$ cat src/rtl/ysyx_22051468_fetch_redirect_pkg.sv
// Shared fetch types: FSM state encodings and the sequential PC increment.
package ysyx_22051468_fetch_redirect_pkg;

   typedef enum logic [1:0] {
      ST_IDLE = 2'd0,
      ST_REQ  = 2'd1,
      ST_WAIT = 2'd2,
      ST_OUT  = 2'd3
   } fetch_state_e;

   localparam int unsigned PC_INC = 4;

endpackage

$ cat src/rtl/ysyx_22051468_fetch_redirect.sv
// Single-outstanding instruction fetch with branch redirect; in-flight requests
// overtaken by a redirect are tagged stale and their responses dropped.
module ysyx_22051468_fetch_redirect
   import ysyx_22051468_fetch_redirect_pkg::*;
#(
   parameter int unsigned          WIDTH      = 64,
   parameter int unsigned          INST_WIDTH = 32,
   parameter logic [WIDTH-1:0]     RESET_PC   = WIDTH'(64'h8000_0000)
) (
   input  logic                  clk,
   input  logic                  rst,
   input  logic                  redirect_i,
   input  logic [WIDTH-1:0]      redirect_pc_i,
   output logic                  imem_req_valid_o,
   input  logic                  imem_req_ready_i,
   output logic [WIDTH-1:0]      imem_req_addr_o,
   input  logic                  imem_rsp_valid_i,
   input  logic [INST_WIDTH-1:0] imem_rsp_data_i,
   output logic                  inst_valid_o,
   input  logic                  inst_ready_i,
   output logic [INST_WIDTH-1:0] inst_o,
   output logic [WIDTH-1:0]      inst_pc_o
);

   fetch_state_e          state_q, state_d;
   logic [WIDTH-1:0]      pc_q, pc_d;
   logic [WIDTH-1:0]      tgt_q, tgt_d;
   logic                  stale_q, stale_d;
   logic [INST_WIDTH-1:0] inst_q, inst_d;
   logic [WIDTH-1:0]      inst_pc_q, inst_pc_d;
   logic [WIDTH-1:0]      tgt_al;

   assign tgt_al = {redirect_pc_i[WIDTH-1:2], 2'b00};

   always_comb begin
      state_d   = state_q;
      pc_d      = pc_q;
      tgt_d     = tgt_q;
      stale_d   = stale_q;
      inst_d    = inst_q;
      inst_pc_d = inst_pc_q;
      unique case (state_q)
         ST_IDLE: begin
            state_d = ST_REQ;
            if (redirect_i) begin
               tgt_d = tgt_al;
               pc_d  = tgt_al;
            end
         end
         ST_REQ: begin
            // the presented address stays put; the redirect only poisons it
            if (redirect_i) begin
               stale_d = 1'b1;
               tgt_d   = tgt_al;
            end
            if (imem_req_ready_i) state_d = ST_WAIT;
         end
         ST_WAIT: begin
            if (redirect_i) begin
               stale_d = 1'b1;
               tgt_d   = tgt_al;
            end
            if (imem_rsp_valid_i) begin
               if (stale_q || redirect_i) begin
                  stale_d = 1'b0;
                  pc_d    = redirect_i ? tgt_al : tgt_q;
                  state_d = ST_REQ;
               end else begin
                  inst_d    = imem_rsp_data_i;
                  inst_pc_d = pc_q;
                  pc_d      = pc_q + WIDTH'(PC_INC);
                  state_d   = ST_OUT;
               end
            end
         end
         ST_OUT: begin
            if (redirect_i) begin
               tgt_d   = tgt_al;
               pc_d    = tgt_al;
               state_d = ST_REQ;
            end else if (inst_ready_i) begin
               state_d = ST_REQ;
            end
         end
         default: state_d = ST_IDLE;
      endcase
   end

   always_ff @(posedge clk or posedge rst) begin
      if (rst) begin
         state_q   <= ST_IDLE;
         pc_q      <= RESET_PC;
         tgt_q     <= '0;
         stale_q   <= 1'b0;
         inst_q    <= '0;
         inst_pc_q <= '0;
      end else begin
         state_q   <= state_d;
         pc_q      <= pc_d;
         tgt_q     <= tgt_d;
         stale_q   <= stale_d;
         inst_q    <= inst_d;
         inst_pc_q <= inst_pc_d;
      end
   end

   assign imem_req_valid_o = (state_q == ST_REQ);
   assign imem_req_addr_o  = pc_q;
   assign inst_valid_o     = (state_q == ST_OUT);
   assign inst_o           = inst_q;
   assign inst_pc_o        = inst_pc_q;

endmodule

$ cat config.mk
export PLATFORM = sky130hd
export DESIGN_NAME = ysyx_22051468_fetch_redirect
export DESIGN_NICKNAME = d
export VERILOG_FILES = /design/src/rtl/ysyx_22051468_fetch_redirect_pkg.sv /design/src/rtl/ysyx_22051468_fetch_redirect.sv
export SDC_FILE = /design/constraint.sdc
export NUM_CORES = 1
export LEC_CHECK = 0
export ABC_AREA = 1
export BUFFER_PORTS_ARGS = -buffer_cell sky130_fd_sc_hd__buf_4
export CORE_ASPECT_RATIO = 0.6
export CORE_MARGIN = 8
export CORE_UTILIZATION = 35
export CTS_BUF_LIST = sky130_fd_sc_hd__clkbuf_4 sky130_fd_sc_hd__clkbuf_8
export DETAILED_ROUTE_END_ITERATION = 8
export PLACE_DENSITY_LB_ADDON = 0.25
export SLEW_MARGIN = 20
export SYNTH_ARGS = -nofsm -noshare
export SYNTH_HDL_FRONTEND = slang
export SYNTH_SLANG_ARGS = --single-unit
$ cat constraint.sdc
create_clock -name clk -period 15.7 [get_ports clk]
set_clock_uncertainty 0.05 [all_clocks]
set_input_delay 0.785 -clock clk [delete_from_list [all_inputs] [get_ports clk]]
set_output_delay 0.785 -clock clk [all_outputs]
set_load 0.02 [all_outputs]
### After elaboration in Yosys (flattened, before gate mapping)

Index checks and enable logic that the tools add are counted.

* register bits: 227
* input bits: 102
* output and inout port bits: 162
* word-level logic and storage cells: 40

* add/sub/neg operators: 1
* eq/ne operators: 7
* mux-type cells: 16
* bitwise operators: 1
* reduce and logical (&&, ||, !) cells: 9

Operators by type and width (count)
* 64-bit two-way mux: 5
* 64-bit case mux with 2 select lines: 1
* 64-bit by 3-bit adder with 64-bit output (second input constant): 1
* 2-bit two-way mux: 5
* 3-bit AND reduction: 3
* 2-bit case mux with 4 select lines: 1
* 2-bit == test (second input constant): 2
* 2-bit by 1-bit inequality test with 1-bit output (second input constant): 2
* 2-bit nonzero test: 2
* 4-bit OR reduction: 1
* 1-bit two-way mux: 3
* 3-bit by 2-bit inequality test with 1-bit output (second input constant): 1
* 2-bit by 1-bit == test with 1-bit output (second input constant): 1
* 2-bit zero test: 1
* 2-bit inequality test (second input constant): 1
* 1-bit case mux with 2 select lines: 1
* 2-bit OR reduction: 1
* 1-bit logical OR: 1
* 1-bit NOT: 1

### Logic depth before layout (Yosys ltp)

Gate-level depths: netlist (run 1).

* word-level depth: 4
* mapped depth: 12
* depth with buffers taken out: 12

### Worst setup path after synthesis (run 1)

OpenSTA, ideal clock, no wires.

* kind: input -> register
* start point: in imem_rsp_valid_i
* end point: reg pc_q[26], in the netlist imem_req_addr_o[26]
* library setup time: 0.131 ns
* data arrival time: 1.715 ns
* data required time: 15.519 ns
* setup slack: 13.804 ns
* cell stages on the path: 7
* buffers on the path: 2
* path through: inv_1 > nand2_1 > o21ai_1 > a21oi_2 > buf_2 > clkbuf_1 > o21ai_0

* cells in the longest elaborated chain, start to end: 2

Ends and longest elaborated chain
* from (decl): RTL line ysyx_22051468_fetch_redirect.sv:17 `input logic imem_rsp_valid_i,`
* 2-bit inequality test (no line)
* 3-bit AND reduction (no line)
* to (signal assigned): RTL line ysyx_22051468_fetch_redirect.sv:99 `pc_q <= pc_d;`
* to (decl): RTL line ysyx_22051468_fetch_redirect.sv:26 `logic [WIDTH-1:0] pc_q, pc_d;`

No other way between the ends.
A chain may end at the register's enable or synchronous reset.

### Worst setup path after layout (run 1)

* start point: reg state_q[0]
* end point: reg pc_q[10], in the netlist imem_req_addr_o[10]

* cells in the longest elaborated chain, start to end: 4
* elaborated cells between the ends (all ways): 9
* those cells by class: eq/ne (4); mux (1); reduce/logical (4)

Ends and longest elaborated chain
* from (decl): RTL line ysyx_22051468_fetch_redirect.sv:25 `fetch_state_e state_q, state_d;`
* from (signal assigned): RTL line ysyx_22051468_fetch_redirect.sv:98 `state_q <= state_d;`
* 2-bit == test / 2-bit zero test (equally long branches): RTL line ysyx_22051468_fetch_redirect.sv:42 `unique case (state_q)`
* 2-bit OR reduction (no line)
* 2-bit by 1-bit inequality test with 1-bit output (no line) / 2-bit nonzero test (equally long branches)
* 3-bit AND reduction (no line)

Parallel ways exist; a longest one is shown, timed or not.

==> metrics.md, run 1 <==
| Metric | Value |
|---|---|
| Run status | `finished, final reports clean` |
| Arrival time of the worst setup path | `4.74 ns` |
| Quantity of hold-fixing buffers added after cts | `0` |
| Post-route setup TNS | `0 ns` |
| Endpoint type of the worst setup path | `flop` |
| Post-layout worst setup margin | `11.37 ns` |
| Peak supply drop | `0.147 mV` |
| Layout overhead on the synthesized area | `27.2%` |
| Via density per instance | `5.11` |
| Clk_lat worst skew | `0.57 ns` |
| Count of H-tree levels built during CTS | `2` |
| Placement-stage cell area | `0.0139 mm2` |
| Layout cell share with drive strength beyond 1 | `23.8%` |
| Warnings from Yosys | `0` |
| Antenna violations before repair | `2` |
| Ant. Diodes | `0` |
| Tmin final | `4.33 ns` |
| Die width | `250 um` |
| Count of cells resized by post-cts repair | `0` |
| Post-CTS setup-driven buffer insertion count | `0` |
| Buffers on Ports | `261` |
| Power density over the cells | `218 mW/mm2` |
| Synthesized cell area | `0.0115 mm2` |
| Number of global-route vias before repair | `10800` |
| Count of filler cells inserted in the layout | `3285` |
| Area of the die | `0.0392 mm2` |
| Part of the Yosys area used for sequential elements | `49.2%` |
| First-pass iteration count of the detailed router | `5` |
| Reg2Reg Depth | `11` |
| Worst-Margin Slew | `1.08 ns` |
| Remaining Overflow, GRT | `0` |
| CP Launch Type | `flop` |
| Syn_nets | `1578` |
| Share of async-settable or async-resettable flops after synthesis | `100%` |
| Die Height | `157 um` |
| Top fanout value on the critical path | `49` |
| Pins Over Slew Limit | `0` |
| Nets@finish | `1826` |
| Final-report hold violation count | `0` |
| Start-to-end type of the worst setup path | `flop to flop` |
| Number of clock buffers inserted by TritonCTS | `38` |
| Clock net sink count | `227` |
| RSZ-0062 raised after global routing | `no` |
| Overall power consumption | `3.20 mW` |
| Most common library cell in the layout ignoring fill and taps | `nand2_1` |
| Cells after synthesis | `1471` |
| Post-route design area | `0.0147 mm2` |
| Clk Tree Root Cell | `clkbuf_8` |
| Post-route clock period utilization | `27.6%` |
| Clock tree from TritonCTS | `built` |
| Core area | `0.0324 mm2` |
| Row cnt | `51` |
| Effective utilization at floorplan | `35.6%` |
| Core occupancy in the finished layout | `45.3%` |
| Reported max-cap violation count | `0` |
| Final WL | `45400 um` |
| Final RePlAce weighted congestion | `0.932` |
| Violation count after the first detailed-routing iteration | `1300` |
| R2R Path End | `imem_req_addr_o[10]` |
| Minimum setup slack among reg-to-reg paths | `11.37 ns` |
| Clock transition at the register clock pins on the worst setup and hold paths after CTS | `0.07 ns` |
| Count of flip-flops with a built-in enable after synthesis | `0` |
| Data required time at the worst endpoint | `16.11 ns` |
| Hold WC Path Type | `primary input to async pin` |
| F_max | `231 MHz` |
| Highest-count cells in the layout ignoring fill and taps | `nand2_1, buf_4, dfrtp_1` |
| Leading register cell type out of synthesis | `dfrtp_1` |
| Instance count after placement with tap cells included | `2103` |
| Static power due to leakage | `7.25 nW` |
| Number of primary I/O pins | `264` |
| Final cell count without fillers | `2168` |
| Synth unique cells | `38` |
| Tot GR Track Use | `22.7%` |
| Source of the worst register-to-register timing path | `state_q[0]` |
| Global-route wire length before repair | `68300 um` |
| DRT antenna net count | `0` |
| Avg WL per Cell | `20.9 um` |
| Max-slew headroom at the worst pin | `27.8%` |
| Residual DRC | `0` |
| Total of endpoints with negative setup slack in the final report | `0` |
| Hold_ws | `0.295 ns` |
| Number of register bits inferred by synthesis | `227` |
| Final HPWL DP | `33500 um` |
| Average instance area after synthesis | `7.84 um2` |
| Maximum number of pins on one net before global-route repair | `108` |
| Maximum number of buffers from clock root to sink | `3` |
| Pre-CTS worst setup slack | `11.49 ns` |
| Number of vias after detailed routing | `11100` |
-- power breakdown --
group	leakage, nW	total, mW	switching, mW	internal [mW]
Sequential	2.84	1.02	0.220	0.799
Clock	0.434	0.578	0.251	0.326
Combinational	3.98	1.61	1.07	0.541
-- synth_stat cells (all sizes together), types with 5 or more instances --
cell	count	area, um2
ha	5	62.6
and2	13	81.3
mux2	33	372
dfrtp	226	5660
o21ai	150	751
a21oi	52	264
a22oi	18	135
nor2	117	522
nand4	23	144
clkbuf	32	120
o22ai	5	31.3
o31ai	6	45.0
nand2	472	1790
buf	30	148
nor3	8	45.0
inv	157	589
nand3	86	460
a221oi	17	149
-- layout make-up --
type,count,area (um2),area share (%)
Tap cell,424,531,3.61
Inverter,157,597,4.07
Sequential cell,227,5680,38.7
Clock buffer,60,769,5.24
Clock inverter,5,52.6,0.358
Multi-Input combinational cell,1025,5020,34.2
Timing Repair Buffer,270,2030,13.8
-- how the worst max path moves through the flow --
stage,start,to,slack (ns),cells after the start
after floorplan,rst,imem_req_addr_o[0],8.65,1
after global placement,state_q[0],imem_req_addr_o[10],11.59,11
after detailed placement,state_q[0],imem_req_addr_o[10],11.49,11
after CTS,state_q[0],imem_req_addr_o[10],11.45,11
after global routing,state_q[0],imem_req_addr_o[16],11.12,11
final,state_q[0],imem_req_addr_o[10],11.37,11
-- state kept, by name (all words and copies together), names as in the netlist --
| signal | cells |
|---|---|
| state_q | 2 |
| inst_pc_o | 64 |
| tgt_q | 64 |
| stale_q | 1 |
| inst_o | 32 |
| imem_req_addr_o | 64 |
-- layer usage --
layer	vias to the layer above	track usage, %	part of all wire (%)
met5	-	0	0.060
met4	4	3.81	1.1
met3	46	6.86	9.6
met2	444	32.7	42
met1	5306	33.4	48
li1	5282	-	-
-- worst max-delay path: stages (launching register included) --
cell and delay (ns):
dfrtp_1 0.43, inv_1 0.06, ha_1 0.29, buf_4 0.32, inv_1 0.79, nand2_1 0.89, inv_2 0.26, buf_4 0.58
o21ai_0 0.19, nand2_1 0.09, o21ai_0 0.09, a22oi_1 0.14
-- logic make-up after synthesis --
kind of cell | synth area share (%)
compound gates | 12.9
fa+ha+maj | 0.542
buf+inv | 7.43
flops | 49.2
mux | 3.22
simple gates | 26.6
(Power assumes the default switching activity.)
==> run 2: changes to the inputs <==
- clock period: 15.7 -> 3.9 ns (I/O delays scaled with it)
==> run 2 against run 1 <==
  * Fmax increased by 56%
  * Sequential power increased to 4.0 times the previous value
  * Core utilization up 3.4 points
  * Via count is 4.7% higher
  * First-iteration DRC count is 15% lower
  * Routed wire length is 2.1% higher
==> metrics.md, run 2 (synthesis gave the netlist of run 1 again) <==
| Metric | Value |
|---|---|
| Instance count after placement with tap cells included | `2115` |
| F_max | `361 MHz` |
| Tot GR Track Use | `23.2%` |
| Core area | `0.0324 mm2` |
| Final-report hold violation count | `0` |
| Top fanout value on the critical path | `39` |
| CP Launch Type | `flop` |
| Run status | `finished, final reports clean` |
| Clock tree from TritonCTS | `built` |
| Avg WL per Cell | `20.3 um` |
| Worst-Margin Slew | `0.902 ns` |
| Clock net sink count | `227` |
| Post-route clock period utilization | `71.1%` |
| Buffers on Ports | `261` |
| Global-route wire length before repair | `70500 um` |
| Die Height | `157 um` |
| Number of clock buffers inserted by TritonCTS | `39` |
| Minimum setup slack among reg-to-reg paths | `1.13 ns` |
| Reported max-cap violation count | `0` |
| Arrival time of the worst setup path | `3.13 ns` |
| Count of H-tree levels built during CTS | `2` |
| Post-route setup TNS | `0 ns` |
| DRT antenna net count | `0` |
| Number of vias after detailed routing | `11600` |
| Number of global-route vias before repair | `11300` |
| Start-to-end type of the worst setup path | `flop to flop` |
| Clock transition at the register clock pins on the worst setup and hold paths after CTS | `0.07 ns` |
| Antenna violations before repair | `1` |
| Final HPWL DP | `34500 um` |
| Overall power consumption | `13.1 mW` |
| RSZ-0062 raised after global routing | `no` |
| Power density over the cells | `830 mW/mm2` |
| Highest-count cells in the layout ignoring fill and taps | `nand2_1, buf_4, dfrtp_1` |
| Max-slew headroom at the worst pin | `39.8%` |
| Clk_lat worst skew | `0.57 ns` |
| Hold_ws | `0.0470 ns` |
| Violation count after the first detailed-routing iteration | `1099` |
| Final RePlAce weighted congestion | `0.950` |
| Effective utilization at floorplan | `35.6%` |
| Clk Tree Root Cell | `clkbuf_8` |
| Pins Over Slew Limit | `0` |
| Most common library cell in the layout ignoring fill and taps | `nand2_1` |
| Die width | `250 um` |
| Hold WC Path Type | `primary input to flop` |
| Residual DRC | `0` |
| Layout cell share with drive strength beyond 1 | `23.3%` |
| Core occupancy in the finished layout | `48.7%` |
| Row cnt | `51` |
| Peak supply drop | `0.804 mV` |
| Nets@finish | `1934` |
| Data required time at the worst endpoint | `4.26 ns` |
| Remaining Overflow, GRT | `0` |
| First-pass iteration count of the detailed router | `5` |
| Maximum number of pins on one net before global-route repair | `82` |
| Layout overhead on the synthesized area | `36.7%` |
| Endpoint type of the worst setup path | `flop` |
| Tmin final | `2.77 ns` |
| Final cell count without fillers | `2282` |
| Total of endpoints with negative setup slack in the final report | `0` |
| Final WL | `46300 um` |
| Static power due to leakage | `7.72 nW` |
| Maximum number of buffers from clock root to sink | `3` |
| Number of primary I/O pins | `264` |
| Area of the die | `0.0392 mm2` |
| Via density per instance | `5.08` |
-- run 2: changes by cell type in the layout (fill, tap and decap cells not counted), sizes merged, moves of 3 or more --
cell | before | now
buf | 270 | 282
clkbuf | 60 | 65
clkinvlp | 1 | 4
dlygate4sd3 | 0 | 95
-- run 2: per-stage QoR --
stage / cell area, um2 / setup WS (ns)
2_1_floorplan: 11500 / 0.690
3_3_place_gp: 14000 / 1.22
3_5_place_dp: 14000 / 1.17
4_1_cts: 15800 / 1.15
5_1_grt: 15800 / 0.944
6_report: 15800 / 1.13
-- run 2: report_power, final --
group | internal (mW) | switching (mW) | total [mW]
combinational | 2.31 | 4.30 | 6.60
sequential | 3.22 | 0.897 | 4.11
clock | 1.34 | 1.04 | 2.38
-- run 2: area by class of cell --
| cell class | count | area [um2] |
|---|---|---|
| clock buffer | 65 | 788 |
| timing repair buffer | 377 | 3090 |
| multi-input combinational | 1025 | 5020 |
| tap | 424 | 531 |
| sequential | 227 | 5680 |
| clock inverter | 6 | 62.6 |
| antenna | 1 | 2.50 |
| inverter | 157 | 593 |
| fill | 3262 | 16600 |
-- run 2: critical path, cell delays in order (launching register included) --
cell,delay (ns)
dfrtp_1,0.42
inv_1,0.06
ha_1,0.54
inv_1,0.16
nand2_1,0.09
inv_2,0.67
buf_4,0.34
nand2_1,0.07
o21ai_1,0.10
o21ai_0,0.08
-- run 2: repair_timing --
action	CTS	global route
hold buffers	95	0
buffers inserted	0	0
endpoints found under the hold margin	206	0
resized for setup	0	0
-- run 2: routing by layer --
layer | wire [um] | global-route usage (%) | part of all wire, % | up-vias
met5 | 0 | 0 | 0 | -
met4 | 697 | 4.72 | 1.5 | 0
met3 | 4340 | 6.99 | 9.4 | 49
met2 | 19000 | 32.7 | 41 | 434
met1 | 22300 | 34.4 | 48 | 5596
li1 | - | - | - | 5521
-- run 2: path summary, 6_finish.rpt --
check	endpoint	cells after the start	start
max	imem_req_addr_o[37]	9	state_q[0]
min	state_q[0]	4	inst_ready_i
max reg2reg	imem_req_addr_o[37]	9	state_q[0]
min reg2reg	tgt_q[52]	2	tgt_q[52]
max in group asynchronous	inst_o[20]	4	rst
min in group asynchronous	tgt_q[6]	3	rst
==> run 3: changes to the inputs <==
- ABC_AREA: 1 -> 0
- clock period: 3.9 -> 2.6 ns (I/O delays scaled with it)
==> run 3 against run 2 <==
  * Combinational power is 47% higher
  * Worst hold slack improved by 0.0039 ns
  * Routed wire length is 11% lower
  * Count of clock-buffer cells in the layout is 6 lower
  * Total power increased by 45%
  * Synthesized cell count is 27% lower
  * Register-to-register slack lost 1.0 ns
==> metrics.md, run 3 <==
| Metric | Value |
|---|---|
| Sequential fraction of design power | `30.5%` |
| Remaining Overflow, GRT | `0` |
| Share of the synthesized area in compound gates (AO/OA/AOI/OAI) | `17.1%` |
| Clock tree from TritonCTS | `built` |
| Power density over the cells | `1170 mW/mm2` |
| Max-slew headroom at the worst pin | `59.6%` |
| Critical path, cell by cell | `nand3_1 > or3_1 > or4_1 > a21o_1 > a22o_1` |
| Share of synthesized cell area in full adder, half adder and majority cells | `0.551%` |
| Warnings from Yosys | `0` |
| Antenna violations before repair | `1` |
| Ranking of synthesized cells by instance count | `dfrtp_1, mux2_2, nand2_1` |
| Overall power consumption | `19.0 mW` |
| Final WL | `41400 um` |
| Data required time at the worst endpoint | `2.98 ns` |
| Synthesized cell area | `0.0114 mm2` |
| Layout cell share with drive strength beyond 1 | `37.6%` |
| Clock transition at the register clock pins on the worst setup and hold paths after CTS | `0.07 ns` |
| Post-route clock period utilization | `96.0%` |
| Net switching power figure | `8.17 mW` |
| Number of register bits inferred by synthesis | `227` |
| Run status | `finished, final reports clean` |
| Post-route design area | `0.0162 mm2` |
| Portion of total power attributed to combinational logic | `51.0%` |
| Post-CTS setup-driven buffer insertion count | `0` |
| Number of primary I/O pins | `264` |
| Final cell count without fillers | `1951` |
| Layout overhead on the synthesized area | `42.6%` |
| Simple-gate portion of the synthesized area | `15.9%` |
| Area of the die | `0.0387 mm2` |
| Average instance area after synthesis | `10.5 um2` |
| Tot GR Track Use | `20.8%` |
| Violation count after the first detailed-routing iteration | `772` |
| Die width | `249 um` |
| Synth unique cells | `66` |
| Total of endpoints with negative setup slack in the final report | `0` |
| Most common library cell in the layout ignoring fill and taps | `buf_4` |
| Peak supply drop | `0.619 mV` |
| Hold WC Path Type | `primary input to flop` |
| Core area | `0.0322 mm2` |
| Cell type of the slowest stage on the worst timing path | `or3_1` |
| Ant. Diodes | `0` |
| Count of flip-flops with a built-in enable after synthesis | `0` |
| Clock net sink count | `227` |
| Static power due to leakage | `7.52 nW` |
| Cell type contributing the most total cell area after synthesis | `dfrtp_1` |
| Clock power share | `18.6%` |
| Mux cell area share after synthesis | `12.7%` |
| Maximum number of buffers from clock root to sink | `3` |
| Largest cells by area after synthesis | `dfrtp_1, mux2_2, nand2_1, a21oi_1, o21ai_0` |
| Die Height | `156 um` |
| Leading register cell type out of synthesis | `dfrtp_1` |
| Avg WL per Cell | `21.2 um` |
| Part of the Yosys area used for sequential elements | `50.0%` |
| Row cnt | `51` |
| Global-route wire length before repair | `64100 um` |
| Endpoint type of the worst setup path | `flop` |
| Number of clock buffers inserted by TritonCTS | `39` |
| Pins Over Slew Limit | `0` |
| DRT antenna net count | `0` |
| Clk_lat worst skew | `0.57 ns` |
| Hold_ws | `0.0509 ns` |
| Tmin final | `2.50 ns` |
| Residual DRC | `0` |
| Clk Tree Root Cell | `clkbuf_8` |
| Start-to-end type of the worst setup path | `flop to flop` |
| Largest family of logic cells by synthesized area | `compound AO/OA/AOI/OAI gates` |
| Arrival time of the worst setup path | `2.87 ns` |
| CP Launch Type | `flop` |
| Final HPWL DP | `29600 um` |
| Most common cell in the netlist | `dfrtp_1` |
| Highest-count cells in the layout ignoring fill and taps | `buf_4, dfrtp_1, mux2_2` |
| Final-report hold violation count | `0` |
| Effective utilization at floorplan | `35.3%` |
| Syn_nets | `1187` |
| Final RePlAce weighted congestion | `0.871` |
| Cells after synthesis | `1080` |
| Placement-stage cell area | `0.0143 mm2` |
| Instance count after placement with tap cells included | `1782` |
| RSZ-0062 raised after global routing | `no` |
| Reported max-cap violation count | `0` |
| Number of global-route vias before repair | `10500` |
| First-pass iteration count of the detailed router | `5` |
| Sw Ratio | `43.0%` |
| F_max | `401 MHz` |
| Post-synth top area share | `49.8%` |
| Top fanout value on the critical path | `9` |
| Number of vias after detailed routing | `10600` |
| Worst-Margin Slew | `0.606 ns` |
| Count of H-tree levels built during CTS | `2` |
| Nets@finish | `1609` |
| Buffers on Ports | `261` |
| Post-synthesis share of cell area spent on xor and xnor gates | `0%` |
| Share of async-settable or async-resettable flops after synthesis | `100%` |
| Via density per instance | `5.43` |
| Maximum number of pins on one net before global-route repair | `76` |
| Critical Path Max Stage Delay | `0.65 ns` |
| Cell Int Power | `10.8 mW` |
run 3: layout make-up:
cell class / instances / area [um2]
Fill cell: 2929 / 16000
Multi-Input combinational cell: 752 / 5290
Inverter: 27 / 105
Timing Repair Buffer: 455 / 3760
Sequential cell: 227 / 5680
Clock buffer: 59 / 768
Tap cell: 424 / 531
Clock inverter: 7 / 66.3
run 3: through the flow:
step                setup WS [ns]  setup TNS (ns)  utilization [%]
finish                      0.103               0             50.3
global route               0.0349               0             50.3
CTS                         0.139               0             50.3
detailed placement          0.167               0             44.5
global placement            0.228               0             44.5
floorplan                  -0.545         -123.21                -
run 3: power groups by stage:
stage               Clock, mW  Combinational [mW]  Sequential [mW]
finish                   3.53                9.69             5.79
global route             3.82                10.4             5.96
floorplan                   0                3.84             7.11
global placement            0                9.41             5.77
CTS                      3.64                9.73             5.78
detailed placement          0                9.54             5.83
run 3: critical path, delay by kind of cell, from the launching register on:
kind	cells	cell delay [ns]
AOI/OAI and AO/OA	2	0.36
DFF	1	0.46
and+or+nand+nor	3	1.49
run 3: final timing paths:
path                                     from             endpoint  slack, ns  cells past startpoint
max                        imem_req_addr_o[2]  imem_req_addr_o[27]       0.10                      5
min                                redirect_i            tgt_q[60]       0.05                      4
max reg2reg                imem_req_addr_o[2]  imem_req_addr_o[27]       0.10                      5
min reg2reg                         tgt_q[32]            tgt_q[32]       0.42                      2
max in group asynchronous                 rst        inst_pc_o[53]       1.38                      4
min in group asynchronous                 rst         inst_pc_o[7]       0.14                      3
run 3: timing repair:
| item | CTS | global route |
|---|---|---|
| resized for setup | 0 | 1 |
| hold endpoints to repair | 156 | 0 |
| hold buffers | 103 | 0 |
| endpoints found under the setup margin | 0 | 1 |
run 3: cell families after synthesis:
kind of cell | count (synthesis)
and+or+nand+nor | 332
DFF | 227
muxes | 128
adders and majority gates | 5
buffers and inverters | 101
AOI/OAI and AO/OA | 287
run 3: per-layer routing:
metal / GRT usage [%] / up-vias / part of all wire, % / routed length, um
met3: 4.89 / 76 / 6.8 / 2830
met1: 30.6 / 5250 / 48 / 19900
met2: 30.1 / 405 / 43 / 17800
met4: 5.56 / 2 / 2.0 / 824
li1: - / 4862 / - / -
met5: 0 / - / 0.031 / 13
